--- src/rtl/uart_mem_loader.sv ---
// uart_mem_loader: packs the UART receive byte stream into DATA_W-bit words and writes
// them with auto-incrementing byte addresses into one of N_TGT target memories. On
// leaving load mode a trailing partial word is zero-padded and flushed. After RUN_DELAY
// idle cycles, run is released to the core.
//
// Ports:
//   clk          in   system clock
//   reset        in   asynchronous reset, active-high
//   load         in   1 = load mode, 0 = run mode (already synchronised)
//   sel          in   target memory for the next word (latched at the first byte)
//   rx_valid     in   uart_rx strobe; each rising edge delivers one byte
//   rx_data      in   received byte, stable when rx_valid rises
//   wr_en        out  one-hot write strobe, one cycle per word
//   wr_addr      out  byte address of the word's first byte
//   wr_data      out  assembled word
//   loaded_bytes out  bytes accepted in the current load session
//   run          out  core run enable
module uart_mem_loader #(
  parameter int unsigned DATA_W     = 32,
  parameter int unsigned ADDR_W     = 32,
  parameter int unsigned N_TGT      = 2,
  parameter int unsigned SEL_W      = 1,
  parameter int unsigned RUN_DELAY  = 100,
  parameter bit          BIG_ENDIAN = 1'b0
) (
  input  logic              clk,
  input  logic              reset,
  input  logic              load,
  input  logic [SEL_W-1:0]  sel,
  input  logic              rx_valid,
  input  logic [7:0]        rx_data,
  output logic [N_TGT-1:0]  wr_en,
  output logic [ADDR_W-1:0] wr_addr,
  output logic [DATA_W-1:0] wr_data,
  output logic [ADDR_W-1:0] loaded_bytes,
  output logic              run
);

  localparam int unsigned WB    = DATA_W / 8;
  localparam int unsigned IDX_W = (WB > 1) ? $clog2(WB) : 1;
  localparam int unsigned DLY_W = (RUN_DELAY > 0) ? $clog2(RUN_DELAY + 1) : 1;

  typedef enum logic [1:0] {S_WAIT, S_RUN, S_LOAD, S_FLUSH} state_e;

  state_e             state_q, state_d;
  logic [DLY_W-1:0]   delay_q, delay_d;
  logic               run_q, run_d;
  logic               rx_prev_q;
  logic [IDX_W-1:0]   idx_q, idx_d;
  logic [DATA_W-1:0]  buf_q, buf_d;
  logic [SEL_W-1:0]   sel_lat_q, sel_lat_d;
  logic [ADDR_W-1:0]  addr_q [N_TGT];
  logic [ADDR_W-1:0]  addr_d [N_TGT];
  logic [N_TGT-1:0]   wr_en_q, wr_en_d;
  logic [ADDR_W-1:0]  wr_addr_q, wr_addr_d;
  logic [DATA_W-1:0]  wr_data_q, wr_data_d;
  logic [ADDR_W-1:0]  loaded_q, loaded_d;

  logic               byte_acc;
  logic               enter_load;
  logic [SEL_W-1:0]   sel_eff;
  int unsigned        lane;
  logic [DATA_W-1:0]  buf_ins;
  logic               emit;
  logic [SEL_W-1:0]   emit_sel;
  logic [DATA_W-1:0]  emit_word;

  // State register
  always_ff @(posedge clk or posedge reset) begin
    if (reset) state_q <= S_WAIT;
    else       state_q <= state_d;
  end

  // Next-state logic
  always_comb begin
    state_d = state_q;
    case (state_q)
      S_WAIT: begin
        if (load)                 state_d = S_LOAD;
        else if (delay_q == '0)   state_d = S_RUN;
      end
      S_RUN:   if (load) state_d = S_LOAD;
      S_LOAD:  if (!load) state_d = (idx_q != '0) ? S_FLUSH : S_WAIT;
      S_FLUSH: state_d = S_WAIT;
      default: state_d = S_WAIT;
    endcase
  end

  // Byte strobe edge detect; bytes arriving outside load mode are ignored
  assign byte_acc   = rx_valid && !rx_prev_q && (state_q == S_LOAD) && load;
  assign enter_load = load && ((state_q == S_WAIT) || (state_q == S_RUN));
  // The first byte of a word picks the target; later sel changes wait for the next word
  assign sel_eff    = (idx_q == '0) ? sel : sel_lat_q;

  // Insert the incoming byte into its lane of the assembly buffer
  always_comb begin
    lane    = BIG_ENDIAN ? (WB - 1 - 32'(idx_q)) : 32'(idx_q);
    buf_ins = buf_q;
    buf_ins[lane*8 +: 8] = rx_data;
  end

  // Datapath and registered outputs
  always_comb begin
    delay_d   = delay_q;
    run_d     = run_q;
    idx_d     = idx_q;
    buf_d     = buf_q;
    sel_lat_d = sel_lat_q;
    for (int unsigned t = 0; t < N_TGT; t++) addr_d[t] = addr_q[t];
    wr_en_d   = '0;
    wr_addr_d = wr_addr_q;
    wr_data_d = wr_data_q;
    loaded_d  = loaded_q;
    emit      = 1'b0;
    emit_sel  = sel_lat_q;
    emit_word = buf_q;

    case (state_q)
      S_WAIT: begin
        if (!load) begin
          if (delay_q == '0) run_d   = 1'b1;
          else               delay_d = delay_q - DLY_W'(1);
        end
      end
      S_LOAD: begin
        if (!load) begin
          if (idx_q == '0) delay_d = DLY_W'(RUN_DELAY);
        end else if (byte_acc) begin
          loaded_d  = loaded_q + ADDR_W'(1);
          sel_lat_d = sel_eff;
          if (idx_q == IDX_W'(WB - 1)) begin
            emit      = 1'b1;
            emit_sel  = sel_eff;
            emit_word = buf_ins;
            idx_d     = '0;
            buf_d     = '0;
          end else begin
            idx_d = idx_q + IDX_W'(1);
            buf_d = buf_ins;
          end
        end
      end
      S_FLUSH: begin
        // Unfilled lanes are already zero because the buffer is cleared per word
        emit      = 1'b1;
        emit_sel  = sel_lat_q;
        emit_word = buf_q;
        idx_d     = '0;
        buf_d     = '0;
        delay_d   = DLY_W'(RUN_DELAY);
      end
      default: ;
    endcase

    // New load session starts from a clean slate and halts the core
    if (enter_load) begin
      for (int unsigned t = 0; t < N_TGT; t++) addr_d[t] = '0;
      idx_d    = '0;
      buf_d    = '0;
      loaded_d = '0;
      run_d    = 1'b0;
    end

    // Out-of-range targets match no t: word is dropped, counters untouched
    if (emit) begin
      for (int unsigned t = 0; t < N_TGT; t++) begin
        if (32'(emit_sel) == t) begin
          wr_en_d[t] = 1'b1;
          wr_addr_d  = addr_q[t];
          wr_data_d  = emit_word;
          addr_d[t]  = addr_q[t] + ADDR_W'(WB);
        end
      end
    end
  end

  // Datapath registers
  always_ff @(posedge clk or posedge reset) begin
    if (reset) begin
      delay_q   <= DLY_W'(RUN_DELAY);
      run_q     <= 1'b0;
      rx_prev_q <= 1'b0;
      idx_q     <= '0;
      buf_q     <= '0;
      sel_lat_q <= '0;
      for (int unsigned t = 0; t < N_TGT; t++) addr_q[t] <= '0;
      wr_en_q   <= '0;
      wr_addr_q <= '0;
      wr_data_q <= '0;
      loaded_q  <= '0;
    end else begin
      delay_q   <= delay_d;
      run_q     <= run_d;
      rx_prev_q <= rx_valid;
      idx_q     <= idx_d;
      buf_q     <= buf_d;
      sel_lat_q <= sel_lat_d;
      for (int unsigned t = 0; t < N_TGT; t++) addr_q[t] <= addr_d[t];
      wr_en_q   <= wr_en_d;
      wr_addr_q <= wr_addr_d;
      wr_data_q <= wr_data_d;
      loaded_q  <= loaded_d;
    end
  end

  assign wr_en        = wr_en_q;
  assign wr_addr      = wr_addr_q;
  assign wr_data      = wr_data_q;
  assign loaded_bytes = loaded_q;
  assign run          = run_q;

endmodule
--- config.mk ---
export PLATFORM = sky130hd
export DESIGN_NAME = uart_mem_loader
export DESIGN_NICKNAME = d
export VERILOG_FILES = /design/src/rtl/uart_mem_loader.sv
export SDC_FILE = /design/constraint.sdc
export NUM_CORES = 1
export LEC_CHECK = 0
export BUFFER_PORTS_ARGS = -buffer_cell sky130_fd_sc_hd__clkbuf_2
export CAP_MARGIN = 40
export CORE_ASPECT_RATIO = 2
export CORE_MARGIN = 10
export CORE_UTILIZATION = 34
export CTS_CLUSTER_DIAMETER = 80
export DETAILED_ROUTE_END_ITERATION = 8
export PLACE_DENSITY = 0.48
export SYNTH_ARGS = -nofsm -noshare
export SYNTH_HDL_FRONTEND = slang
export SYNTH_SLANG_ARGS = --single-unit
--- constraint.sdc ---
create_clock -name clk -period 13.7 [get_ports clk]
set_input_delay 0.685 -clock clk [delete_from_list [all_inputs] [get_ports clk]]
set_output_delay 0.685 -clock clk [all_outputs]
set_load 0.005 [all_outputs]
# == Word-level counts from Yosys, hierarchy flattened ==
# Index checks and enable logic that the tools add are counted.
# op_classes
shift,2
muxes,51
eq_ne,13
n_reduce_logical,23
addsub,6
# ops
op,n
$mux 32,15
$mux 64,2
$add 32x3->32 const B,2
$pmux 32 s2,1
$neg 5->34,1
$shift 8x34->32 const A,1
$shiftx 8x34->32,1
$add 32x1->32 const B,1
$bwmux 32,1
$mux 7,4
$pmux 7 s3,1
$mux 2,10
$reduce_and 3->1,5
$mux 1,14
$reduce_bool 2->1,6
$ne 2x2->1 const B,4
$pmux 2 s4,1
$logic_not 7->1,1
$sub 7x1->7 const B,1
$eq 2x2->1 const B,3
$ne 3x3->1 const B,2
$reduce_bool 3->1,2
$reduce_and 5->1,1
$logic_and 1x1->1,4
other kinds (9),11
# word_totals
reg_bits,208
input_bits,13
out_inout_bits,99

# == Logic depth before layout (Yosys ltp) ==
# depth
ltp_word,9
depth_mapped,11

# == Worst setup path after synthesis ==
# Ideal clock, no wire load.
# synth_path
kind,reg2reg
start,register idx_q[0]
end,register addr_q[51] in the netlist's numbering
arrival_time_ns,2.388
setup_time_ns,0.104
path_slack_ns,11.209
path_buffers,3
stages_incl_launch_ff,10
path_cell_list,dfrtp_1 > inv_1 > ha_1 > and3b_1 > buf_2 > and3_1 > buf_6 > or4_4 > buf_2 > o41ai_2
# synth_lines
item,line,rtl
start: declaration,49,"logic [IDX_W-1:0] idx_q, idx_d;"
start signal: assignment,195,idx_q <= idx_d;
end: declaration,52,logic [ADDR_W-1:0] addr_q [N_TGT];

==> results.json <==
{
  "leakagePower_nw": 5.25,
  "yosysSeqAreaShare_pct": 52.9,
  "htree_levels": 1,
  "drcViolationCount": 0,
  "worstReg2RegEnd": "addr_q[61]",
  "period_minus_slack_ns": 3.12,
  "status": "completed",
  "cap_violations": 0,
  "core.rowCount": 88,
  "multi_input_area_um2": 4390,
  "drt-initial-drc-count": 402,
  "finalSetupTns_ns": 0,
  "synthArstFlopShare_pct": 100,
  "worstPathArrival_ns": 3.53,
  "synth_edf_count": 0,
  "grtUsageTotal_pct": 16.1,
  "cp_max_fo": 14,
  "rrSetupSlack_ns": 10.58,
  "worstPathRequired_ns": 14.11,
  "n_fill_cell": 2866,
  "cts_setup_buffers": 0,
  "viasPerCell": 5.48,
  "pin_count": 112,
  "powerDensity_nw_per_um2": 144,
  "crit_type": "register to register",
  "hold_class": "primary input to async pin",
  "clk_latency_ns": 0.53,
  "syn_area_um2": 9850,
  "end_kind": "register",
  "synth_commonest_cells": "dfrtp_1, nor2_1, nand2_1, o21ai_0, mux2i_1",
  "gp_congestion": 0.800,
  "ys.flop_type": "dfrtp_1",
  "synth_nets": 1008,
  "num-nets-final": 1103,
  "dp_hpwl_um": 21200,
  "synth.most_common_cell": "dfrtp_1",
  "clk_path_buf_depth": 3,
  "drive_gt1_share_pct": 16.0,
  "core_region_area_um2": 28700,
  "slew_headroom_pct": 51.6,
  "endpoint": "addr_q[61]",
  "yosysTopAreaCell": "dfrtp_1",
  "synth.avg_cell_area_um2": 10.0,
  "pre_cts_ws_ns": 10.54,
  "cts_resized": 0,
  "ant_nets": 0,
  "wl_per_cell_um": 20.3,
  "ff2ff_path_depth": 8,
  "grt_pass1_wl_um": 48000,
  "fin_ws_ns": 10.58,
  "num_vias": 7976,
  "ys_seq_elements": 208,
  "area_delta_synth_final_pct": 17.2,
  "cts-root-buf": "clkbuf_16",
  "timing.rr.start": "idx_q[0]",
  "ir_drop_mv": 0.0800,
  "cts_buffers": 21,
  "finalSetupViolCount": 0,
  "maxSlewViolCount": 0,
  "fin_crit_sh_pct": 22.7,
  "grt_pass1_vias": 8250,
  "die_width_um": 140,
  "synthCells": 985,
  "rsz0062_at_grt": "no",
  "max_slew.worst_pin.slew_ns": 0.725,
  "cp-start-kind": "register",
  "first_pass_iters": 5,
  "cts_tree": "done",
  "yosysWarningCount": 0,
  "crit_start": "idx_q[0]",
  "antenna_found_initial": 1,
  "hold_viol": 0,
  "finalClockSkew_ns": 0.0244,
  "synth_cell_type_count": 64,
  "timing.fmax_mhz": 321,
  "synth_top_area_share_pct": 52.1,
  "register_area_um2": 5210,
  "grt_overflow_total": 0,
  "holdBufCountCts": 0,
  "die_area_um2": 36600,
  "die_h_um": 261,
  "numPortBuffers": 111,
  "routed_wl_um": 29500,
  "clock-sinks": 208,
  "start_util_pct": 34.3,
  "grt_max_degree": 82,
  "synthTopCellsByArea": "dfrtp_1, mux2i_1, nor2_1",
  "path_clk_slew_ns": 0.07
}
metrics by stage:
step / hold WS (ns) / instances / instance area (um^2) / power, mW / util [%]
floorplan: 0.448 / 985 / 9850 / 0.939 / -
global placement: 0.470 / 1414 / 10700 / 1.07 / 37.4
detailed placement: 0.470 / 1417 / 10800 / 1.07 / 37.7
CTS: 0.187 / 1455 / 11500 / 1.69 / 40.2
global route: 0.207 / 1455 / 11500 / 1.76 / 40.2
finish: 0.178 / 1456 / 11500 / 1.66 / 40.2
per-layer routing:
metal | wire length (um) | track usage (%)
met5 | 0 | 0
met4 | 1060 | 7.11
met3 | 1240 | 2.24
met2 | 16000 | 29.6
met1 | 11200 | 17.7
power breakdown:
part           internal, mW  total, mW  switching (mW)
clock network         0.348      0.611           0.263
logic                 0.126      0.309           0.183
registers             0.692      0.743          0.0507
cell families (layout without fill, tap and decap cells):
group	after synthesis	count (layout)	synth area share, %
buffers and inverters	70	180	2.96
adder cells (fa/ha/maj)	10	10	1.27
XOR/XNOR	26	26	2.31
AND/OR/NAND/NOR	409	409	20.4
other	0	1	0
multiplexers	59	59	6.01
AO/OA/AOI/OAI	203	203	14.2
flip-flops	208	208	52.9
cell type report:
type                            count  area share, %
Antenna cell                        1         0.0217
Clock buffer                       24           4.74
Clock inverter                     14           1.45
Inverter                           20          0.715
Multi-Input combinational cell    707           38.0
Sequential cell                   208           45.1
Tap cell                          360           3.90
Timing Repair Buffer              122           6.05
worst max-delay path, cell delays in order (launching register included):
cell and delay [ns]:
dfrtp_1 0.44, inv_1 0.20, ha_1 0.36, and3b_1 0.31, nand3_1 0.22, nand3_1 0.50, clkinv_1 0.45, and3_1 0.30
a211o_1 0.22
worst min-delay path by stage:
stage | start | to | slack (ns)
after floorplan | addr_q[31] | addr_q[31] | 0.45
after global placement | buf_q[28] | buf_q[28] | 0.47
after detailed placement | wr_addr[26] | wr_addr[26] | 0.47
after CTS | reset | wr_data[29] | 0.19
after global routing | reset | wr_data[24] | 0.21
final | reset | wr_data[24] | 0.18
placed cells by master, fill, tap and decap left out, drive strengths merged, types with 4 or more instances in the layout:
cell    count
o211ai      9
ha         10
buf        11
o31ai      13
clkbuf    135
nand2      99
nor4        9
xnor2       9
mux2i      58
xor2       17
nand3      47
nand4      43
or3        13
a21oi      27
and4        8
a22o       24
dfrtp     205
nor3       17
a221oi     31
and2       15
and3       12
inv        21
o41ai       4
nor2      117
clkinv      7
or4        13
o21ai      68
a21o        4
state kept, by name (all words and copies together) (netlist names), 7 cells and up:
signal and cells:
addr_q 64, buf_q 32, loaded_bytes 32, wr_addr 32, wr_data 32, delay_q 7
Note: power is estimated with default switching activity, not from simulation.
